$ cat src/rtl/dmem_arbiter.sv
// dmem_arbiter: sequences the shared 1024-word data memory between the pipeline (p) and loader (l) ports
module dmem_arbiter #(
  parameter int ADDR_LIMIT = 1023,
  parameter int MEM_LAT = 2,
  parameter int STARVE_MAX = 4
) (
  input  logic        clk,
  input  logic        rst_n,
  input  logic        p_req,
  input  logic        p_we,
  input  logic [63:0] p_addr,
  input  logic [63:0] p_wdata,
  output logic        p_done,
  output logic [63:0] p_rdata,
  output logic        p_err,
  input  logic        l_req,
  input  logic        l_we,
  input  logic [63:0] l_addr,
  input  logic [63:0] l_wdata,
  output logic        l_done,
  output logic [63:0] l_rdata,
  output logic        l_err,
  output logic        mem_en,
  output logic        mem_we,
  output logic [9:0]  mem_addr,
  output logic [63:0] mem_wdata,
  input  logic [63:0] mem_rdata,
  output logic        m_stall,
  output logic        busy
);
  localparam int LW = MEM_LAT > 1 ? $clog2(MEM_LAT) : 1;
  localparam int SW = $clog2(STARVE_MAX + 1);
  typedef enum logic [1:0] {IDLE, ACCESS, DONE, ERR} state_t;
  state_t state;
  logic owner, we_q, l_win, p_win, bad, last;
  logic [LW-1:0] lat_cnt;
  logic [SW-1:0] starve_cnt;
  logic [63:0] sel_addr;
  always_comb begin
    l_win = l_req & (~p_req | starve_cnt == SW'(STARVE_MAX));
    p_win = p_req & ~l_win;
    sel_addr = l_win ? l_addr : p_addr;
    bad = sel_addr > 64'(ADDR_LIMIT);
    last = lat_cnt == LW'(MEM_LAT - 1);
  end
  assign m_stall = p_req & ~p_done;
  assign busy = state != IDLE;
  always_ff @(posedge clk or negedge rst_n) begin
    if (!rst_n) begin
      state <= IDLE;
      owner <= 1'b0;
      we_q <= 1'b0;
      lat_cnt <= '0;
      starve_cnt <= '0;
      mem_en <= 1'b0;
      mem_we <= 1'b0;
      mem_addr <= '0;
      mem_wdata <= '0;
      p_done <= 1'b0;
      l_done <= 1'b0;
      p_err <= 1'b0;
      l_err <= 1'b0;
      p_rdata <= '0;
      l_rdata <= '0;
    end else begin
      mem_en <= 1'b0;
      mem_we <= 1'b0;
      p_done <= 1'b0;
      l_done <= 1'b0;
      case (state)
        IDLE: begin
          starve_cnt <= (~l_req | l_win) ? '0 :
                        (p_win && starve_cnt != SW'(STARVE_MAX)) ? starve_cnt + 1'b1 : starve_cnt;
          if (l_win | p_win) begin
            owner <= l_win;
            we_q <= l_win ? l_we : p_we;
            mem_addr <= sel_addr[9:0];
            mem_wdata <= l_win ? l_wdata : p_wdata;
            lat_cnt <= '0;
            if (l_win) l_err <= bad;
            else p_err <= bad;
            if (bad) begin
              state <= ERR;
              l_done <= l_win;
              p_done <= p_win;
            end else begin
              state <= ACCESS;
              mem_en <= 1'b1;
              mem_we <= l_win ? l_we : p_we;
            end
          end
        end
        ACCESS: begin
          if (last) begin
            state <= DONE;
            l_done <= owner;
            p_done <= ~owner;
            if (~we_q & owner) l_rdata <= mem_rdata;
            if (~we_q & ~owner) p_rdata <= mem_rdata;
          end else begin
            lat_cnt <= lat_cnt + 1'b1;
          end
        end
        default: state <= IDLE;
      endcase
    end
  end
endmodule
$ cat config.mk
export PLATFORM = sky130hd
export DESIGN_NAME = dmem_arbiter
export DESIGN_NICKNAME = d
export VERILOG_FILES = /design/src/rtl/dmem_arbiter.sv
export SDC_FILE = /design/constraint.sdc
export NUM_CORES = 1
export LEC_CHECK = 0
export ABC_AREA = 0
export BUFFER_PORTS_ARGS = -buffer_cell sky130_fd_sc_hd__buf_2
export CAP_MARGIN = 30
export CORE_AREA = 2 2 208 210
export CTS_CLUSTER_SIZE = 10
export DETAILED_ROUTE_END_ITERATION = 10
export DIE_AREA = 0 0 210 212
export GPL_TIMING_DRIVEN = 0
export PLACE_DENSITY_LB_ADDON = 0.25
export SLEW_MARGIN = 0
export SYNTH_ARGS = -nofsm -noshare
export SYNTH_HDL_FRONTEND = slang
export SYNTH_SLANG_ARGS = --single-unit
$ cat constraint.sdc
create_clock -name clk -period 4.7 [get_ports clk]
set_input_delay 0.47 -clock clk [delete_from_list [all_inputs] [get_ports clk]]
set_output_delay 0.47 -clock clk [all_outputs]
set_load 0.1 [all_outputs]
[Word level (Yosys, flattened, before mapping)]
Index checks and enable logic that the tools add are counted.
Operators by class
  add/subtract/negate cells: 2
  magnitude comparators: 1
  eq/ne operators: 5
  mux-type cells: 26
  bitwise gates (word level): 14
  reductions and logical operators: 13
Operators by type and width (number)
  $mux 64: 2
  $gt 64x10->1 const B: 1
  $mux 1: 15
  $reduce_and 3->1: 4
  $reduce_and 2->1: 4
  $mux 2: 3
  $mux 3: 2
  $not 1->1: 6
  $pmux 1 s2: 3
  $reduce_bool 2->1: 3
  $and 1x1->1: 5
  $ne 2x2->1 const B: 2
  $pmux 2 s2: 1
  $add 3x1->3 const B: 1
  $eq 3x3->1 const B: 1
  $ne 3x3->1 const B: 1
  $or 1x1->1: 3
  $eq 2x1->1 const B: 1
  $logic_not 2->1: 1
  $add 1x1->1 const B: 1
  $logic_and 1x1->1: 1
Word-level totals
  bits in registers: 216
  bits of input ports: 326
  logic and storage cells: 76

[Logic depth before layout (Yosys ltp)]
Gate-level depths: netlist of run 1.
  depth after elaboration: 8
  depth in mapped cells: 9
  mapped depth without buffers: 7

[Least setup slack after synthesis of run 1]
Ideal clock, no wire load.
  path kind: register to output
  start: reg p_done
  end: out m_stall
  data arrival time: 2.211 ns
  required time: 4.230 ns
  path slack: 2.019 ns
  cell stages (with the launch flop): 2
  cell sequence: dfrtp_1 -> nor2b_1
On the way
  cells in the longest elaborated chain, start to end: 2
Ends and longest elaborated chain
  start, declared: line 13  | output logic p_done,
  start signal, assigned: line 85  | p_done <= p_win;
  start signal, assigned: line 97  | p_done <= ~owner;
  $not 1->1: line 46  | assign m_stall = p_req & ~p_done;
  $and 1x1->1: line 46
  end, declared: line 28  | output logic m_stall,
Every way passes these cells.

[Final worst setup path of run 1]
  start: reg state[0]
  end: reg mem_wdata[41]
On the way
  cells in the longest elaborated chain, start to end: 2
Ends and longest elaborated chain
  start, declared: line 34  | state_t state;
  start signal, assigned: line 50  | state <= IDLE;
  start signal, assigned: line 83  | state <= ERR;
  start signal, assigned: line 87  | state <= ACCESS;
  $logic_not 2->1: line 70  | case (state)
  $reduce_and 2->1 (no source line)
  end signal, assigned: line 78  | mem_wdata <= l_win ? l_wdata : p_wdata;
  end, declared: line 26  | output logic [63:0] mem_wdata,
Every way passes these cells.
A chain may end at the register's enable or synchronous reset.

==> results of run 1 <==
-- cell type report --
| type | count | area [µm²] | area share [%] |
|---|---|---|---|
| Antenna cell | 1 | 2.50 | 0.0187 |
| Buffer | 38 | 295 | 2.21 |
| Clock buffer | 35 | 776 | 5.81 |
| Clock inverter | 2 | 37.5 | 0.281 |
| Inverter | 5 | 18.8 | 0.140 |
| Multi-Input combinational cell | 427 | 3390 | 25.4 |
| Sequential cell | 216 | 5410 | 40.5 |
| Tap cell | 546 | 683 | 5.11 |
| Timing Repair Buffer | 538 | 2750 | 20.6 |
-- path summary, 6_finish.rpt --
check	startpoint	to	slack [ps]
worst min-delay path	mem_rdata[5]	p_rdata[5]$_DFFE_PN0P_	170
worst max-delay path	state[0]$_DFFE_PN0P_	mem_wdata[41]$_DFFE_PN0P_	2520
max in group asynchronous	rst_n	mem_wdata[9]$_DFFE_PN0P_	3460
worst min register to register	mem_wdata[35]$_DFFE_PN0P_	mem_wdata[35]$_DFFE_PN0P_	470
min in group asynchronous	rst_n	l_rdata[31]$_DFFE_PN0P_	380
worst max register to register	state[0]$_DFFE_PN0P_	mem_wdata[41]$_DFFE_PN0P_	2520
-- cell usage after synthesis (2+ instances only) --
cell type / number / area [µm²]
clkbuf_1: 14 / 52.6
o21ai_0: 62 / 310
nor2_1: 6 / 22.5
buf_6: 10 / 113
buf_2: 4 / 20.0
mux2_1: 6 / 67.6
mux2i_1: 75 / 751
nor4_1: 25 / 156
nand2_1: 79 / 297
inv_1: 5 / 18.8
mux2_2: 124 / 1400
o21ai_1: 19 / 95.1
ha_1: 2 / 25.0
buf_8: 3 / 45.0
nand4_1: 7 / 43.8
buf_4: 6 / 45.0
dfrtp_1: 216 / 5410
-- sequential cells by signal (all words and copies together) (netlist names), 2 cells and up --
register and cells:
l_rdata 64, mem_addr 10, mem_wdata 64, p_rdata 64, starve_cnt 3, state 2
-- metrics by stage --
stage	std cells	util, %	setup TNS, ps	setup WS [ps]
floorplan	686	-	0	2020
CTS	1807	31.4	0	2450
global route	1807	31.4	0	2220
global placement	1767	29.3	-186270	-899
finish	1808	31.4	0	2520
detailed placement	1769	29.5	0	2190
-- cell families after synthesis --
logic type | Yosys count | share of synthesized area [%]
AO/OA/AOI/OAI | 89 | 5.43
AND/OR/NAND/NOR | 131 | 7.19
buffers and inverters | 43 | 3.45
flip-flops | 216 | 59.3
multiplexers | 205 | 24.3
adder cells (fa/ha/maj) | 2 | 0.275
-- critical path: cells and delay by family, from the launching register on --
kind | cells | cell delay [ps]
buf+inv | 3 | 820
flops | 1 | 410
simple gates | 2 | 480
compound gates | 2 | 330
-- cell usage in the layout, fill, tap and decap left out, types with 5 or more instances in the layout --
cell / n
buf_2: 538
clkbuf_1: 15
inv_1: 5
buf_4: 6
mux2_1: 6
o21ai_0: 62
nor2_1: 6
mux2i_1: 75
nor4_1: 25
clkbuf_16: 27
nand4_1: 7
mux2_2: 124
clkbuf_8: 7
o21ai_1: 19
buf_6: 10
nand2_1: 79
dfrtp_1: 216
-- routing by layer --
| layer | GRT usage, % | up-vias | routed length [µm] |
|---|---|---|---|
| li1 | - | 3582 | - |
| met1 | 17.4 | 3630 | 13500 |
| met2 | 24.0 | 360 | 15700 |
| met3 | 4.83 | 42 | 3130 |
| met4 | 3.30 | 2 | 586 |
| met5 | 0 | - | 11 |
==> results.md, run 1 <==
- Synth Flop Type: dfrtp_1
- DRT iter0 DRCs: 318
- CTS sink cnt: 216
- Cts hold-fix bufs: 1
- Fmax: 458 MHz
- Critical path type: flop to flop
- Tcrit/Tclk final: 46.5%
- # H-tree levels: 1
- Die Wd: 210 µm
- # DRC: 0
- Number of global-route vias before repair: 7857
- RSZ-0062 raised after global routing: false
- Critical Path AT: 2580 ps
- Wirelength per Cell: 18.2 µm
- Synth-to-layout area growth: 46.7%
- Worst r2r path cells: 7
- GR Overflow Total: 0
- Hold path depth: 2
- Mapped Cells: 686
- Critical Path Source Type: flop
- Worst Hold Class: input pin to flop
- Synth Cell Area: 9110 µm²
- Initial Util: 21.4%
- Register bit count reported by yosys: 216
- Post-route ant nets: 0
- FILL cells: 4412
- Rel. slew slack: 43.4%
- Crit path max fanout: 10
- Post-CTS sizing: 0
- Core area: 42500 µm²
- Setup Viol. Count Final: 0
- EDFF count, synth: 0
- Mapped Avg Cell Area: 13.3 µm²
- Largest net degree at the start of global routing: 104
- CP required: 5100 ps
- DIE AREA: 44500 µm²
- Router iterations before antenna repair: 4
- Dpl hpwl: 26100 µm
- Drt via density: 4.21
- Die Y-Extent: 212 µm
- Clock Pin Slew Worst Setup and Hold Paths: 60 ps
- First-pass GRT wire length: 48200 µm
- CP most frequent cell: buf_2
- Placed cell area: 12500 µm²
- Sequential cell area fraction in the yosys report: 59.3%
- Yosys warnings: 0
- Synth async-reset ratio: 100%
- Synthesized netlist net count: 1014
- CTS tree: yes
- Post CTS Setup Buffer Count: 0
- Fin. max-slew vios: 0
- Layout cells sized above 1: 57.8%
- Clk Latency, worst-skew pair: 540 ps
- Max Cap Viol: 0
- Post-route cell area: 13400 µm²
- Root buf cell: clkbuf_16
- CTS max path bufs: 3
- Status: completed
- Worst setup EP type: flop
- Worst hold margin: 167 ps
- CP cell instances: nor2_2 > o21ai_0 > buf_2 > buf_2 > clkbuf_1 > nand2_1 > o21ai_1
- Largest stage delay, worst path: 410 ps
- Layout Nets: 1581
- Slowest cell on crit path: dfrtp_1
- RD Place Congestion: 0.876
- Setup Skew: 11.8 ps
- Synth unique cells: 40
- Tot GR Track Use: 14.2%
- I/O Buffers: 535
- Antenna violations before repair: 6
- Final WL: 32900 µm
- Final Hold Fails: 0
- Worst-Margin Slew: 846 ps
- Io pins: 536
- Minimum clock period: 2180 ps
- Rows: 76
- DR vias: 7616
- CTS buffer count: 27
Power of run 1 is left out: the tool's default activity adds up to more than one toggle a clock period on the data nets, which glitch-free logic cannot reach.
==> run 2, diff against run 1 <==
Settings changed: ABC_AREA 0 to 1.
Clock period 4.7 ns to 2.09 ns, I/O delays scaled along.
==> run 2 against run 1 <==
Effect of this change:
- sequential share of layout area decreased by 5.5 points
- wire length is 17% higher
- utilization is 4.9 points higher
- first-iteration DRC count is 54% higher
- register-to-register slack lost 2400 ps
- final cell count up 32%
- clock skew is 5.5 ps higher
- via count is 35% higher
- worst setup slack lost 2400 ps
- critical path depth is 1 higher
==> results.md, run 2 <==
- RSZ-0062 raised after global routing: false
- # H-tree levels: 1
- I/O Buffers: 535
- Synthesized netlist net count: 1383
- Post-route cell area: 15500 µm²
- Io pins: 536
- Largest stage delay, worst path: 450 ps
- Largest net degree at the start of global routing: 111
- Sequential cell area fraction in the yosys report: 59.6%
- Synth-to-layout area growth: 70.3%
- CTS tree: yes
- Mapped Avg Cell Area: 8.60 µm²
- CTS buffer count: 28
- Rows: 76
- GR Overflow Total: 0
- Status: completed
- DIE AREA: 44500 µm²
- Max Cap Viol: 0
- Critical Path Source Type: flop
- Layout Nets: 2161
- Top cells by count, synth: 248 x nand2_1, 216 x dfrtp_1, 146 x nor2_1
- Clk Latency, worst-skew pair: 560 ps
- Minimum clock period: 1980 ps
- Worst Hold Class: input pin to flop
- DR vias: 10300
- Synth async-reset ratio: 100%
- Die Wd: 210 µm
- Reg2Reg Setup Slack: 110 ps
- Tcrit/Tclk final: 94.7%
- Placed insts: 2137
- Synth unique cells: 23
- Initial Util: 21.4%
- Synth Cell Area: 9080 µm²
- Worst-Margin Slew: 905 ps
- Top Registers: l_rdata (64), mem_wdata (64), p_rdata (64)
- Yosys warnings: 0
- Final Hold Fails: 0
- Post-route ant nets: 0
- DRT iter0 DRCs: 491
- Finished Layout Cells: 2395
- Number of global-route vias before repair: 10600
- Wirelength per Cell: 16.1 µm
- EDFF count, synth: 0
- RD Place Congestion: 0.935
- Critical path type: flop to flop
- Crit path max fanout: 10
- Slowest cell on crit path: clkbuf_1
- Post CTS Setup Buffer Count: 0
- Layout cells sized above 1: 34.1%
- Root buf cell: clkbuf_16
- Setup Viol. Count Final: 0
- Fmax: 505 MHz
- Setup Skew: 17.3 ps
- Die Y-Extent: 212 µm
- Final WL: 38600 µm
- # DRC: 0
- Count leader, synth: nand2_1
- Leading cell type in the layout, fill and taps excluded: buf_2
- Router iterations before antenna repair: 4
- Rel. slew slack: 39.6%
- Register bit count reported by yosys: 216
- Fin Setup TNS: 0 ps
- Commonest cells after routing, fill and taps aside: 574 x buf_2, 248 x nand2_1, 216 x dfrtp_1
- Drt via density: 4.30
- CP cell instances: inv_1 > ha_1 > nand2_1 > nand2_1 > nand2_2 > clkbuf_1 > o21ai_0 > o21ai_0
- First-pass GRT wire length: 58400 µm
- Placed cell area: 12500 µm²
- Critical Path AT: 2440 ps
- Dpl hpwl: 28500 µm
- Layout Utilization: 36.4%
- Worst setup EP type: flop
- Core area: 42500 µm²
- Synth Flop Type: dfrtp_1
- Clock Pin Slew Worst Setup and Hold Paths: 60 ps
- CTS max path bufs: 3
- Tot GR Track Use: 16.7%
- CP required: 2550 ps
- Antenna violations before repair: 3
- Top area cells in the synthesized netlist: dfrtp_1 60%, nand2_1 10%, a21oi_1 7.2%, nor2_1 6.0%, o21ai_1 4.9%
- Share of the synthesized area in the top cell type: 59.6%
- Mapped Cells: 1055
- Fin. max-slew vios: 0
- CTS sink cnt: 216
- Yosys top cell by area: dfrtp_1
-- run 2: critical path, delay by kind of cell, from the launching register on --
family	cells	cell delay [ps]
buf+inv	2	520
flops	1	360
fa+ha+maj	1	200
compound gates	2	530
simple gates	3	290
-- run 2: metrics by stage --
stage / worst slack, ps / hold slack [ps]
4_1_cts: 101 / 11.7
6_report: 110 / 45.3
3_5_place_dp: 127 / 320
5_1_grt: 9.51 / 53.7
2_1_floorplan: 190 / -86.6
3_3_place_gp: -3300 / 455
-- run 2: path summary, 6_finish.rpt --
check,from,end,cells after the start
setup / recovery,starve_cnt[0]$_DFFE_PN0P_,mem_addr[8]$_DFFE_PN0P_,8
hold / removal,l_addr[9],mem_addr[9]$_DFFE_PN0P_,3
setup reg to reg,starve_cnt[0]$_DFFE_PN0P_,mem_addr[8]$_DFFE_PN0P_,8
hold reg to reg,p_rdata[55]$_DFFE_PN0P_,p_rdata[55]$_DFFE_PN0P_,2
max in group asynchronous,rst_n,p_done$_DFF_PN0_,3
min in group asynchronous,rst_n,l_rdata[28]$_DFFE_PN0P_,2
-- run 2: timing repair --
action,4_1_cts,5_1_grt
endpoints found under the hold margin,309,0
gates resized for setup,0,2
hold buffers,212,0
endpoints found under the setup margin,0,2
-- run 2: metal layers --
metal	track usage, %	up-vias	wire length (µm)
li1	-	4940	-
met3	4.53	97	2800
met1	19.6	4819	15600
met4	7.85	2	1840
met2	28.2	429	18300
met5	1.33	-	80
-- run 2: layout make-up --
type | count | area (µm²)
diodes | 2 | 5.00
plain buffers | 60 | 303
clock buffers | 41 | 820
clock inverters | 3 | 33.8
fillers | 4437 | 27000
inverters | 76 | 285
multi-input cells | 703 | 3090
flip-flops and latches | 216 | 5410
well taps | 546 | 683
repair buffers | 748 | 4840
-- run 2: kinds of logic after synthesis --
logic type | after synthesis | synth area share, %
AND/OR/NAND/NOR | 408 | 17.5
flip-flops | 216 | 59.6
AO/OA/AOI/OAI | 292 | 16.2
adder cells (fa/ha/maj) | 2 | 0.276
buffers and inverters | 136 | 6.47
XOR/XNOR | 1 | 0.0965
Power of run 2 is left out for the same reason.
==> run 3, diff against run 2 <==
Settings changed: PLACE_DENSITY from default to 0.41, PLACE_DENSITY_LB_ADDON 0.25 to default.
==> run 3 against run 2 <==
Effect of this change:
- sequential share of layout area decreased by 0.25 points
- first-iteration DRC count decreased by 3.7%
- final area increased by 0.71%
- via count decreased by 1.6%
- worst setup slack improved by 59 ps
- global-route usage increased by 0.77 points
- final cell count about the same
- utilization increased by 0.26 points
- largest cell class unchanged
==> results.md, run 3 (synthesis gave the netlist of run 2 again) <==
- # DRC: 0
- Crit path max fanout: 10
- Rows: 76
- RD Place Congestion: 0.859
- CP most frequent cell: nand2_1
- Die Wd: 210 µm
- Router iterations before antenna repair: 4
- DR vias: 10100
- CTS buffer count: 28
- Largest stage delay, worst path: 380 ps
- Setup Viol. Count Final: 0
- CTS tree: yes
- Status: completed
- Setup ws final: 170 ps
- CTS sink cnt: 216
- Critical Path Source Type: flop
- CP required: 2570 ps
- Final Hold Fails: 0
- Antenna violations before repair: 1
- Io pins: 536
- Slowest cell on crit path: dfrtp_1
- Critical path type: flop to flop
- Commonest cells after routing, fill and taps aside: 574 x buf_2, 248 x nand2_1, 216 x dfrtp_1
- Clock Pin Slew Worst Setup and Hold Paths: 60 ps
- DIE AREA: 44500 µm²
- Clk Latency, worst-skew pair: 550 ps
- I/O Buffers: 535
- Fin. max-slew vios: 0
- RSZ-0062 raised after global routing: false
- Setup slack at placement: 132 ps
- Layout Nets: 2164
- Critical Path AT: 2400 ps
- Worst Hold Class: input pin to flop
- Worst-Margin Slew: 597 ps
- # H-tree levels: 1
- Core area: 42500 µm²
- Post-route ant nets: 0
- CP delay by family, top: buffers and inverters
- Drt via density: 4.22
- Initial Util: 21.4%
- Number of global-route vias before repair: 10600
- Fmax: 521 MHz
- Wirelength per Cell: 16.7 µm
- Rel. slew slack: 60.2%
- GR Overflow Total: 0
- Cts hold-fix bufs: 214
- Max Cap Viol: 0
- Top Registers: l_rdata (64), mem_wdata (64), p_rdata (64)
- CP bufs+invs: 4
- Tcrit/Tclk final: 91.9%
- DRT iter0 DRCs: 473
- Layout cells sized above 1: 34.1%
- Post-CTS sizing: 0
- Layout Utilization: 36.6%
- Die Y-Extent: 212 µm
- Setup Skew: 11.7 ps
- Largest net degree at the start of global routing: 113
- Worst setup EP type: flop
- First-pass GRT wire length: 60600 µm
- Tot GR Track Use: 17.4%
- CP cell instances: inv_1 > ha_1 > nand2_1 > nand2_1 > nand2_2 > inv_2 > buf_2 > buf_2 > nand2_1 > a21oi_1
- Minimum clock period: 1920 ps
- Post CTS Setup Buffer Count: 0
- Final WL: 40100 µm
- Dpl hpwl: 29600 µm
- Root buf cell: clkbuf_16
- CTS max path bufs: 3
- Leading cell type in the layout, fill and taps excluded: buf_2
- Synth-to-layout area growth: 71.5%
[run 3: worst paths after layout]
check	start	endpoint	slack, ps	depth (start not counted)
hold / removal	l_req	starve_cnt[0]$_DFFE_PN0P_	60	5
min in group asynchronous	rst_n	l_rdata[11]$_DFFE_PN0P_	80	2
max in group asynchronous	rst_n	l_rdata[24]$_DFFE_PN0P_	1180	3
setup / recovery	starve_cnt[0]$_DFFE_PN0P_	mem_wdata[17]$_DFFE_PN0P_	170	10
setup reg to reg	starve_cnt[0]$_DFFE_PN0P_	mem_wdata[17]$_DFFE_PN0P_	170	10
hold reg to reg	p_rdata[36]$_DFFE_PN0P_	p_rdata[36]$_DFFE_PN0P_	480	2
[run 3: per-layer routing]
layer | share of wire [%] | global-route usage [%]
met1 | 43 | 21.5
met3 | 5.8 | 3.74
met2 | 48 | 30.3
met4 | 3.2 | 5.82
met5 | 0 | 0
[run 3: worst register-to-register path, stage by stage, from the launching register on]
cell and delay [ps]:
dfrtp_1 380, inv_1 90, ha_1 150, nand2_1 50
nand2_1 80, nand2_2 130, inv_2 130, buf_2 280
buf_2 310, nand2_1 90, a21oi_1 160
[run 3: cell type report]
type | instances | area, µm²
Antenna cell | 1 | 2.50
Buffer | 60 | 302
Clock buffer | 38 | 790
Clock inverter | 6 | 130
Fill cell | 4464 | 26900
Inverter | 76 | 285
Multi-Input combinational cell | 703 | 3090
Sequential cell | 216 | 5410
Tap cell | 546 | 683
Timing Repair Buffer | 751 | 4880
[run 3: through the flow]
stage | hold slack [ps] | instance area [µm²] | cells | TNS, ps
floorplan | -86.6 | 9080 | 1055 | 0
global placement | 457 | 12400 | 2136 | -750980
detailed placement | 53.4 | 12500 | 2138 | 0
CTS | 33.5 | 15600 | 2396 | 0
global route | 74.6 | 15600 | 2397 | 0
finish | 63.5 | 15600 | 2397 | 0
Power of run 3 is left out for the same reason.
